### config.mk
export PLATFORM = sky130hd
export DESIGN_NAME = mux_scan_sequencer
export DESIGN_NICKNAME = d
export VERILOG_FILES = /design/src/rtl/mux_scan_pkg.sv /design/src/rtl/step_timer.sv /design/src/rtl/mux_scan_sequencer.sv
export SDC_FILE = /design/constraint.sdc
export NUM_CORES = 1
export LEC_CHECK = 0
export BUFFER_PORTS_ARGS = -buffer_cell sky130_fd_sc_hd__buf_4
export CORE_MARGIN = 5
export CORE_UTILIZATION = 53
export DETAILED_ROUTE_END_ITERATION = 10
export GPL_TIMING_DRIVEN = 0
export PLACE_DENSITY_LB_ADDON = 0.25
export SLEW_MARGIN = 20
export SYNTH_ARGS = -nofsm -noshare
export SYNTH_HDL_FRONTEND = slang
export SYNTH_SLANG_ARGS = --single-unit
### constraint.sdc
create_clock -name clk -period 4.1 [get_ports clk]
set_input_delay 0.615 -clock clk [delete_from_list [all_inputs] [get_ports clk]]
set_output_delay 0.615 -clock clk [all_outputs]
set_load 0.01 [all_outputs]
### src/rtl/mux_scan_pkg.sv
// Shared widths and state encoding for the mux scan sequencer and its step timer.
package mux_scan_pkg;
  localparam int SEL_W  = 2;
  localparam int N_IN   = 4;
  localparam int HOLD_W = 4;

  localparam logic [0:0] ST_IDLE = 1'b0;
  localparam logic [0:0] ST_SCAN = 1'b1;
endpackage

### src/rtl/step_timer.sv
// Hold counter plus step counter pacing the scan: one step_done pulse every
// HOLD_CYCLES cycles while running, last_step marking the fourth step.
module step_timer
  import mux_scan_pkg::*;
#(
  parameter int HOLD_CYCLES = 1
) (
  input  logic clk,
  input  logic reset,
  input  logic clear,
  input  logic run,
  output logic step_done,
  output logic last_step
);

  localparam logic [HOLD_W-1:0] HOLD_LAST = HOLD_W'(HOLD_CYCLES - 1);

  logic [HOLD_W-1:0] hold_cnt;
  logic [SEL_W-1:0]  step_cnt;

  assign step_done = run && (hold_cnt == HOLD_LAST);
  assign last_step = (step_cnt == SEL_W'(N_IN - 1));

  // Step counter wraps 3 -> 0, so it is already at 0 when the next word starts.
  always_ff @(posedge clk) begin
    if (reset || clear) begin
      hold_cnt <= '0;
      step_cnt <= '0;
    end else if (run) begin
      if (step_done) begin
        hold_cnt <= '0;
        step_cnt <= step_cnt + SEL_W'(1);
      end else begin
        hold_cnt <= hold_cnt + HOLD_W'(1);
      end
    end
  end

endmodule

### src/rtl/mux_scan_sequencer.sv
// Drives a latched 4-bit word into a 4:1 mux, walks the select through all
// inputs, serialises the sampled mux output and flags routing mismatches.
module mux_scan_sequencer
  import mux_scan_pkg::*;
#(
  parameter int HOLD_CYCLES = 1,
  parameter bit MSB_FIRST   = 1'b0
) (
  input  logic             clk,
  input  logic             reset,
  input  logic             in_valid,
  input  logic [N_IN-1:0]  in_data,
  output logic             in_ready,
  output logic [N_IN-1:0]  mux_in,
  output logic [SEL_W-1:0] mux_sel,
  input  logic             mux_out,
  output logic             ser_bit,
  output logic             ser_valid,
  output logic             ser_last,
  input  logic             flush,
  output logic             mux_err,
  input  logic             err_clr
);

  localparam logic [SEL_W-1:0] FIRST_SEL = MSB_FIRST ? SEL_W'(N_IN - 1) : '0;

  logic [0:0] state;
  logic       scan_act;
  logic       step_done;
  logic       last_step;
  logic       vld_p0;
  logic       mismatch_p0;

  assign scan_act = (state == ST_SCAN);
  assign in_ready = (state == ST_IDLE);

  step_timer #(
    .HOLD_CYCLES(HOLD_CYCLES)
  ) u_step_timer (
    .clk       (clk),
    .reset     (reset),
    .clear     (flush),
    .run       (scan_act),
    .step_done (step_done),
    .last_step (last_step)
  );

  // Sample stage: a step ending in the same cycle as flush is dropped entirely.
  assign vld_p0      = step_done && !flush;
  assign mismatch_p0 = vld_p0 && (mux_out != mux_in[mux_sel]);

  always_ff @(posedge clk) begin
    if (reset) begin
      state   <= ST_IDLE;
      mux_in  <= '0;
      mux_sel <= '0;
    end else begin
      case (state)
        ST_IDLE: begin
          if (in_valid) begin
            state   <= ST_SCAN;
            mux_in  <= in_data;
            mux_sel <= FIRST_SEL;
          end
        end
        default: begin
          if (flush) begin
            state <= ST_IDLE;
          end else if (step_done) begin
            if (last_step) begin
              state <= ST_IDLE;
            end else if (MSB_FIRST) begin
              mux_sel <= mux_sel - SEL_W'(1);
            end else begin
              mux_sel <= mux_sel + SEL_W'(1);
            end
          end
        end
      endcase
    end
  end

  // Output stage: registered serial bit and sticky error (set beats clear).
  always_ff @(posedge clk) begin
    if (reset) begin
      ser_bit   <= 1'b0;
      ser_valid <= 1'b0;
      ser_last  <= 1'b0;
      mux_err   <= 1'b0;
    end else begin
      ser_valid <= vld_p0;
      ser_last  <= vld_p0 && last_step;
      if (vld_p0) begin
        ser_bit <= mux_out;
      end
      if (mismatch_p0) begin
        mux_err <= 1'b1;
      end else if (err_clr) begin
        mux_err <= 1'b0;
      end
    end
  end

endmodule

# Word level (Yosys, flattened, before mapping)
# Cells that the tools add are included.
# totals
register_bits	17
in_bits	10
output_inout_bits	11
wordCells	46
# op_classes
addsub	3
n_lt_le_gt_ge	1
n_eq_ne	5
mux	15
n_bitwise	1
n_reduce_logical	12
# op_table
cell	n
$mux W2	5
$mux W1	8
$add A2 B1 Y2 const B	2
$add A4 B1 Y4 const B	1
$logic_and A1 B1 Y1	4
$logic_not A4 Y1	1
$mux W4	1
$ne A2 B2 Y1 const B	2
$reduce_and A2 Y1	2
$reduce_and A4 Y1	1
$reduce_bool A2 Y1	2
$lt A2 B3 Y1 const B	1
$bmux W1 S2	1
$eq A2 B2 Y1 const B	1
$ne A2 B1 Y1 const B	1
$logic_not A1 Y1	1
$logic_or A1 B1 Y1	1
$ne A1 B1 Y1	1
$not A1 Y1	1

# Depth between registers and ports, before layout
# Gate-level depths: netlist of the first run.
# depth
ltp_word	5
ltp_mapped	5
depth_no_buf	5

# Cells and area by module
# From an unflattened synthesis of the first run, not the netlist that was laid out.
# unflattened
hier_cells	72
area_unflattened_um2	725.7
# by_module_without_submodules
mod	n_inst	cells_per_inst	area_each_um2
mux_scan_sequencer	1	43	432.9
step_timer	1	29	292.8

# Least setup slack after synthesis of the first run
# OpenSTA, ideal clock, no wires.
# synth_path
path_type	input -> register
startpoint	input port flush
endpoint	register mux_sel[1]
setup_ns	0.071
arrival_ns	1.503
required_ns	4.029
setup_slack_ns	2.526
cell_stages	3
path_buffers	0
path_cell_list	or3b_1 or4_1 a21oi_1
# synth_via
elab_chain_len	2
# synth_rtl
element	line	text
start, declared	mux_scan_sequencer.sv:20	input logic flush,
$ne A2 B2 Y1 (no source line)	n/a	
$reduce_and A4 Y1 (no source line)	n/a	
end signal, assigned	mux_scan_sequencer.sv:73	mux_sel <= mux_sel - SEL_W'(1);
end signal, assigned	mux_scan_sequencer.sv:75	mux_sel <= mux_sel + SEL_W'(1);
end, declared	mux_scan_sequencer.sv:15	output logic [SEL_W-1:0] mux_sel,
# No other way between the ends.
# A chain may end at the register's enable or synchronous reset.

# Worst setup path in the final report of the first run
# layout_path
startpoint	register state, in the netlist scan_act
endpoint	output port in_ready
# layout_via
elab_chain_len	1
# layout_rtl
element	line	text
start, declared	mux_scan_sequencer.sv:27	logic [0:0] state;
start signal, assigned	mux_scan_sequencer.sv:54	state <= ST_IDLE;
start signal, assigned	mux_scan_sequencer.sv:61	state <= ST_SCAN;
start signal, assigned	mux_scan_sequencer.sv:68	state <= ST_IDLE;
$not A1 Y1	n/a	
end, declared	mux_scan_sequencer.sv:13	output logic in_ready,
# No other way between the ends.

==> PnR_summary.wiki, run 1 <==
{| class="wikitable"
! Metric !! Value
|-
| Reported max-cap violation count || 0
|-
| Area of the die || 0.00236 mm2
|-
| Yosys warnings || 0
|-
| Post-route cell area || 988 um2
|-
| Maximum fanout count along the critical path || 9
|-
| Worst path slowest cell || sky130_fd_sc_hd__dfxtp_1
|-
| Ratio of routed vias to standard cells || 5.45
|-
| Nature of the critical path startpoint || flip-flop
|-
| Row count || 14
|-
| Sw frac || 26.0%
|-
| Cell chain of the critical path || buf_4 -> inv_1 -> buf_4
|-
| Filler Cell Count || 123
|-
| DRT antenna net count || 0
|-
| Layout cell share with drive strength beyond 1 || approximately a quarter
|-
| Total area of multi-input combinational cells || 403 um2
|-
| Largest net degree at the start of global routing || 12
|-
| Min-Delay Path Class || reg -> reg
|-
| Final antenna diode count || 0
|-
| Power per Cell Area || between 300 and 400 mW/mm2
|-
| Vias in the first global route || 654
|-
| Worst-Skew Late Latency || 0.30 ns
|-
| Cts-stage hold buffer count || 0
|-
| Post-route DRC violation count || 0
|-
| Number of CTS-inserted buffers || 3
|-
| Number of input and output port buffers inserted || 20
|-
| Root buffer cell || sky130_fd_sc_hd__clkbuf_4
|-
| Sequential share of power || 56.0%
|-
| Combinational share of power || 13.7%
|-
| Area occupied by registers || 340 um2
|-
| Routed wirelength normalized by instance count || 12.9 um
|-
| Number of detailed-route iterations in the first pass || 4
|-
| Hold wc startpoint || u_step_timer.step_cnt[1]
|-
| Clock-pin slew reported for the worst setup and hold paths after clock tree synthesis || 0.10 ns
|-
| Post-CTS Setup Inserts || 0
|-
| Clock period minus final worst setup slack || 1.66 ns
|-
| Post-route clock skew || 0.00127 ns
|-
| Cell type with the highest occurrence count on the critical path || sky130_fd_sc_hd__buf_4
|-
| Internal power || 0.229 mW
|-
| Final count of negative-setup-slack endpoints || 0
|-
| Layout overhead on the synthesized area || 25.4%
|-
| Initial DRC count || 4
|-
| Worst Setup SP || scan_act
|-
| Post-route worst hold slack || about 0.47 ns
|-
| Proportion of power drawn by the clock network || between 30% and 40%
|-
| Reg-to-reg critical path startpoint || u_step_timer.step_cnt[0]
|-
| Stage delay of the slowest cell on the critical path || 0.33 ns
|-
| Initial antenna violation count || 0
|-
| Result of the run || complete, no violations
|-
| Flops & latches, synth || 17
|-
| Critical Setup Path Class || reg -> out
|-
| Sort of element at the end of the critical path || output pin
|-
| Setup repair after global routing missed its margin || false
|-
| Final hold violations || 0
|-
| Post-synthesis instance total || 82
|-
| Starting utilization of the core area || 54.2%
|-
| Summed negative setup slack over all endpoints || 0 ns
|-
| Clock tree from TritonCTS || done
|-
| Slew at the pin closest to its max-slew limit || between 0.4 and 0.5 ns
|-
| Endpoint arrival time on the critical path || between 1 and 1.5 ns
|-
| Static Leak || 0.402 nW
|-
| Post-route fraction of the period consumed by the critical path || roughly 41%
|-
| Overall routing resource usage || 15.0%
|-
| Overflow after GRT || 0
|-
| Kind of cell with the highest combined delay on the critical path || buffers and inverters
|-
| Distinct cell type count of the synthesized netlist || 31
|-
| Worst path setup slack after routing || 2.44 ns
|-
| Final GP Congestion || a little under 0.8
|-
| Number of gates given a new drive strength after cts || 0
|-
| Synthesized net count || 95
|-
| Highest achievable clock rate || 602 MHz
|-
| Cell Area, Synth || 788 um2
|-
| Switching pwr || around 0.080 mW
|-
| Largest vdd supply drop || approximately 0.22 mV
|-
| Die outline width || 48.6 um
|-
| Vias || between 600 and 700
|-
| Vertical die dimension || just under 50 um
|-
| Number of pins with negative max-slew slack in the final report || 0
|-
| Worst EP required || 3.48 ns
|-
| Number of H-tree levels || 1
|-
| Area after detailed placement || approximately 960 um2
|-
| Clk sinks || 17
|-
| Overall power consumption || around 0.31 mW
|-
| Average cell area after synthesis || 9.61 um2
|-
| Part of the Yosys area used for sequential elements || 43.2%
|-
| Number of nets at the end of the flow || 120
|-
| Number of top-level pins || 21
|-
| Worst slack after detailed placement || 2.31 ns
|-
| Area of the placeable core || 0.00145 mm2
|-
| Number of buffers between clock root and the deepest sink || 2
|-
| Worst relative slew slack || between 70% and 80%
|-
| Global-route wire length before repair || roughly 2900 um
|-
| Buffering stage count on the worst path with inverters included || 3
|-
| Wirelength, routed || 1570 um
|}
-- cell families after synthesis --
family	after synthesis	share of synthesized area [%]
and+or+nand+nor	31	24.6
buffers and inverters	11	5.72
adders and majority gates	3	4.76
muxes	6	9.68
DFF	17	43.2
xor gates and xnor gates	2	2.22
AOI/OAI and AO/OA	12	9.84
-- stage by stage --
stage	utilization [%]	std cells
floorplan	-	82
global placement	65.9	118
global route	68.0	122
CTS	68.0	122
finish	68.0	122
detailed placement	65.9	118
-- flip-flops by register name (all words and copies together), names as in the netlist --
name	flops
mux_in	4
scan_act	1
u_step_timer.hold_cnt	4
mux_sel	2
u_step_timer.step_cnt	2
ser_last	1
ser_valid	1
mux_err	1
ser_bit	1
-- layout make-up --
cell class | count | area share, %
tap | 16 | 2.03
buffer | 4 | 1.90
inverter | 7 | 2.66
timing repair buffer | 20 | 15.2
clock inverter | 1 | 0.759
clock buffer | 3 | 2.28
sequential | 17 | 34.4
multi-input combinational | 54 | 40.8
-- worst reg2reg max path, cell delays in order, from the launching register on --
cell and delay (ns):
sky130_fd_sc_hd__dfxtp_1 0.34, sky130_fd_sc_hd__ha_1 0.25, sky130_fd_sc_hd__or3b_1 0.39, sky130_fd_sc_hd__or4_1 0.41
sky130_fd_sc_hd__a21oi_1 0.16
-- power by group through the flow --
stage	Sequential (mW)	Combinational (mW)	Clock, mW
final	0.173	0.0423	0.0939
after global routing	0.174	0.0467	0.109
after CTS	0.173	0.0425	0.0987
after detailed placement	0.177	0.0425	0
after global placement	0.177	0.0413	0
after floorplan	0.178	0.0218	0
-- worst paths after layout --
path	cells past startpoint	to	slack (ns)
worst max-delay path	3	in_ready	2.44
worst min-delay path	2	u_step_timer.step_cnt[1]	0.47
worst max register to register	4	mux_sel[1]	2.48
worst min register to register	2	u_step_timer.step_cnt[1]	0.47
-- synthesized netlist by cell type --
library cell / number / area [um2]
sky130_fd_sc_hd__mux4_1: 1 / 26.3
sky130_fd_sc_hd__mux2i_1: 5 / 50.1
sky130_fd_sc_hd__nor2_1: 10 / 37.5
sky130_fd_sc_hd__o21ai_0: 1 / 5.00
sky130_fd_sc_hd__a211oi_1: 1 / 7.51
sky130_fd_sc_hd__a211o_1: 1 / 8.76
sky130_fd_sc_hd__and2b_1: 1 / 7.51
sky130_fd_sc_hd__and2_1: 1 / 6.26
sky130_fd_sc_hd__nand2b_1: 1 / 6.26
sky130_fd_sc_hd__a21oi_1: 5 / 25.0
sky130_fd_sc_hd__nor2b_1: 1 / 6.26
sky130_fd_sc_hd__o221ai_1: 2 / 17.5
sky130_fd_sc_hd__inv_1: 7 / 26.3
sky130_fd_sc_hd__xor2_1: 1 / 8.76
sky130_fd_sc_hd__or3_1: 1 / 6.26
sky130_fd_sc_hd__nand2_1: 5 / 18.8
sky130_fd_sc_hd__or3b_1: 1 / 8.76
sky130_fd_sc_hd__ha_1: 3 / 37.5
sky130_fd_sc_hd__xnor2_1: 1 / 8.76
sky130_fd_sc_hd__a31oi_1: 1 / 6.26
sky130_fd_sc_hd__or2_2: 1 / 6.26
sky130_fd_sc_hd__buf_4: 1 / 7.51
sky130_fd_sc_hd__nand4bb_1: 1 / 11.3
sky130_fd_sc_hd__nand3_1: 1 / 5.00
sky130_fd_sc_hd__nand4_1: 3 / 18.8
sky130_fd_sc_hd__clkbuf_1: 3 / 11.3
sky130_fd_sc_hd__nand4bb_4: 1 / 27.5
sky130_fd_sc_hd__o31ai_1: 1 / 7.51
sky130_fd_sc_hd__and4bb_2: 1 / 12.5
sky130_fd_sc_hd__dfxtp_1: 17 / 340
sky130_fd_sc_hd__or4_1: 2 / 15.0
-- per-layer routing --
layer / vias up / track usage [%] / routed length, um
li1: 339 / - / -
met1: 307 / 19.0 / 722
met2: 15 / 23.3 / 766
met3: 4 / 3.07 / 53
met4: 0 / 8.97 / 27
met5: - / 0 / 0
-- cell usage in the layout, fill, tap and decap left out, types with 2 or more instances in the layout --
cell and instances:
sky130_fd_sc_hd__inv_1 7, sky130_fd_sc_hd__o221ai_1 2, sky130_fd_sc_hd__a21oi_1 5, sky130_fd_sc_hd__or4_1 2, sky130_fd_sc_hd__clkbuf_1 3, sky130_fd_sc_hd__clkbuf_4 3, sky130_fd_sc_hd__nand2_1 5, sky130_fd_sc_hd__nor2_1 10
sky130_fd_sc_hd__ha_1 3, sky130_fd_sc_hd__buf_4 21, sky130_fd_sc_hd__nand4_1 3, sky130_fd_sc_hd__dfxtp_1 17, sky130_fd_sc_hd__mux2i_1 5
No activity file was read; power rests on OpenSTA's default activity.
==> run 2: changes to the inputs <==
Settings changed: CORE_UTILIZATION 53 to 45.
Clock period 4.1 ns to 1.5 ns, I/O delays scaled along.
==> run 2 against run 1 <==
  * Routed wire length is 9.3% higher
  * Critical path depth is 1 higher
  * Final area is 5.3% higher
==> PnR_summary.wiki, run 2 (same netlist as run 1, synthesis figures left out) <==
{| class="wikitable"
! Metric !! Value
|-
| Result of the run || complete, no violations
|-
| Summed negative setup slack over all endpoints || 0 ns (unchanged)
|-
| Reported max-cap violation count || 0 (unchanged)
|-
| Largest vdd supply drop || 0.417 mV (+91%)
|-
| Number of pins with negative max-slew slack in the final report || 0 (unchanged)
|-
| Stage delay of the slowest cell on the critical path || 0.40 ns (+0.07 ns)
|-
| Number of H-tree levels || 1 (unchanged)
|-
| Number of buffers between clock root and the deepest sink || 2 (unchanged)
|-
| Met3 Wirelength || 80 um (+51%)
|-
| Filler Cell Count || 156 (+27%)
|-
| Met2 Routed Length || 875 um (+14%)
|-
| Number of top-level pins || 21 (unchanged)
|-
| Critical Setup Path Class || reg -> reg
|-
| Met1 layer wirelength in the final routing || 721 um (-0.14%)
|-
| Wirelength, routed || 1720 um (+9.3%)
|-
| Area after detailed placement || 960 um2 (+0.13%)
|-
| Vias in the first global route || 622 (-4.9%)
|-
| Vias || 675 (+1.5%)
|-
| Final std cells w/o fill || 126 (+3.3%)
|-
| Layout overhead on the synthesized area || 32.1%
|-
| Ratio of routed vias to standard cells || 5.36 (-1.7%)
|-
| Initial antenna violation count || 0 (unchanged)
|-
| Final hold violations || 0 (unchanged)
|-
| Kind of cell with the highest combined delay on the critical path || simple AND/OR/NAND/NOR gates
|-
| Post-route clock skew || 0.00292 ns (+0.00165 ns)
|-
| Final GP Congestion || 0.753 (-4.0%)
|-
| Slew at the pin closest to its max-slew limit || 0.439 ns (+0.0340 ns)
|-
| Area of the die || 0.00269 mm2 (+14%)
|-
| Post-route DRC violation count || 0 (unchanged)
|-
| Number of nets at the end of the flow || 123 (+2.5%)
|-
| Final count of negative-setup-slack endpoints || 0 (unchanged)
|-
| Routed wirelength normalized by instance count || 13.6 um (+5.8%)
|-
| DP Wirelength || between 1000 and 1500 um
|-
| Layout cell share with drive strength beyond 1 || 33.9% (+7.5 points)
|-
| Power per Cell Area || 803 mW/mm2 (+160%)
|-
| Worst relative slew slack || 70.7% (-2.3 points)
|-
| Starting utilization of the core area || 46.7% (-7.6 points)
|-
| Most frequent cells in the layout || sky130_fd_sc_hd__buf_4 (24), sky130_fd_sc_hd__dfxtp_1 (13), sky130_fd_sc_hd__nor2_1 (10), sky130_fd_sc_hd__inv_1 (7)
|-
| Post-route fraction of the period consumed by the critical path || 98.3%
|-
| Nature of the critical path startpoint || flip-flop
|-
| Vertical die dimension || 51.9 um (+6.8%)
|-
| Row count || 15 (+1)
|-
| Highest achievable clock rate || 678 MHz
|-
| Cell chain of the critical path || ha_4 -> or3b_4 -> or4_1 -> a21oi_1
|-
| Endpoint arrival time on the critical path || 1.70 ns (+0.65 ns)
|-
| Post-route cell area || 0.00104 mm2 (+5.3%)
|-
| Number of input and output port buffers inserted || 20 (unchanged)
|-
| Worst path setup slack after routing || 0.0253 ns (-2.41 ns)
|-
| Largest net degree at the start of global routing || 11 (-1)
|-
| Overflow after GRT || 0 (unchanged)
|-
| Clock period minus final worst setup slack || 1.47 ns
|-
| Initial DRC count || 17 (+13)
|-
| Cts-stage hold buffer count || 0 (unchanged)
|-
| Overall routing resource usage || 13.0% (-2.0 points)
|-
| Area of the placeable core || 0.00169 mm2 (+16%)
|-
| DRT antenna net count || 0 (unchanged)
|-
| Sort of element at the end of the critical path || flip-flop
|-
| Buffering stage count on the worst path with inverters included || 0 (-3)
|-
| Cell total after placement || 119 (+0.85%)
|-
| Worst EP required || 1.72 ns (-1.76 ns)
|-
| Worst path slowest cell || sky130_fd_sc_hd__or4_1
|-
| Worst-Skew Late Latency || 0.29 ns (about the same)
|-
| Number of detailed-route iterations in the first pass || 4 (unchanged)
|-
| Clock-pin slew reported for the worst setup and hold paths after clock tree synthesis || 0.09 ns (about the same)
|-
| Number of CTS-inserted buffers || 3 (unchanged)
|-
| Global-route wire length before repair || 2590 um (-9.4%)
|-
| Maximum fanout count along the critical path || 3 (-6)
|-
| Die outline width || 51.9 um (+6.8%)
|-
| Static Leak || 0.421 nW (+4.8%)
|-
| Min-Delay Path Class || in -> reg
|-
| Setup repair after global routing missed its margin || true
|-
| Final antenna diode count || 0 (unchanged)
|-
| Clk sinks || 17 (unchanged)
|-
| Root buffer cell || sky130_fd_sc_hd__clkbuf_4
|-
| Highest routed metal layer || met4
|-
| Most common cell after layout, fill and taps aside || sky130_fd_sc_hd__buf_4
|-
| Registers with the highest flip-flop counts || mux_in x4, u_step_timer.hold_cnt x4
|-
| Clock tree from TritonCTS || done
|-
| Worst slack after detailed placement || -0.0784 ns (-2.39 ns)
|}
run 2: cell count changes in the layout (fill, tap and decap cells not counted), moves of 2 or more:
| cell | change |
|---|---|
| sky130_fd_sc_hd__dfxtp_1 | -4 |
| sky130_fd_sc_hd__dfxtp_2 | +4 |
| sky130_fd_sc_hd__buf_4 | +3 |
| sky130_fd_sc_hd__ha_4 | +2 |
| sky130_fd_sc_hd__ha_1 | -2 |
run 2: path summary, 6_finish.rpt:
kind / from / end / slack [ns] / depth (start not counted)
max: u_step_timer.step_cnt[0] / mux_sel[1] / 0.03 / 4
min: in_data[0] / mux_in[0] / 0.17 / 3
max reg2reg: u_step_timer.step_cnt[0] / mux_sel[1] / 0.03 / 4
min reg2reg: u_step_timer.step_cnt[1] / u_step_timer.step_cnt[1] / 0.49 / 2
run 2: through the flow:
stage / util, % / hold WS, ns / total power, mW
detailed placement: 56.8 / 0.456 / 0.599
global route: 61.6 / 0.169 / 0.887
floorplan: - / 0.372 / 0.547
finish: 61.6 / 0.173 / 0.836
CTS: 60.1 / 0.174 / 0.836
global placement: 56.8 / 0.447 / 0.596
run 2: power breakdown:
group	leakage, nW	internal [mW]	total (mW)	switching (mW)
Sequential	0.140	0.465	0.474	0.00936
Clock	0.0150	0.103	0.240	0.137
Combinational	0.266	0.0640	0.121	0.0570
run 2: cell type report:
type | instances | area, um2 | area share (%)
sequential | 17 | 345 | 33.2
tap | 17 | 21.3 | 2.04
clock buffer | 4 | 26.3 | 2.52
inverter | 7 | 26.3 | 2.52
buffer | 4 | 18.8 | 1.80
timing repair buffer | 23 | 173 | 16.6
multi-input combinational | 54 | 430 | 41.3
run 2: worst register-to-register path, cell delays in order (launching register included):
cell and delay [ns]:
sky130_fd_sc_hd__dfxtp_2 0.35, sky130_fd_sc_hd__ha_4 0.16, sky130_fd_sc_hd__or3b_4 0.37, sky130_fd_sc_hd__or4_1 0.40, sky130_fd_sc_hd__a21oi_1 0.13
run 2: routing by layer:
| metal | up-vias | track usage (%) |
|---|---|---|
| met5 | - | 0 |
| met4 | 0 | 6.99 |
| met3 | 6 | 2.87 |
| met2 | 13 | 21.1 |
| met1 | 314 | 15.9 |
| li1 | 342 | - |
run 2: timing repair:
action,in CTS,in global routing
setup endpoints to repair,2,2
gates resized for setup,7,2
pin swaps,1,0
setup buffers,0,3
cloned,0,0
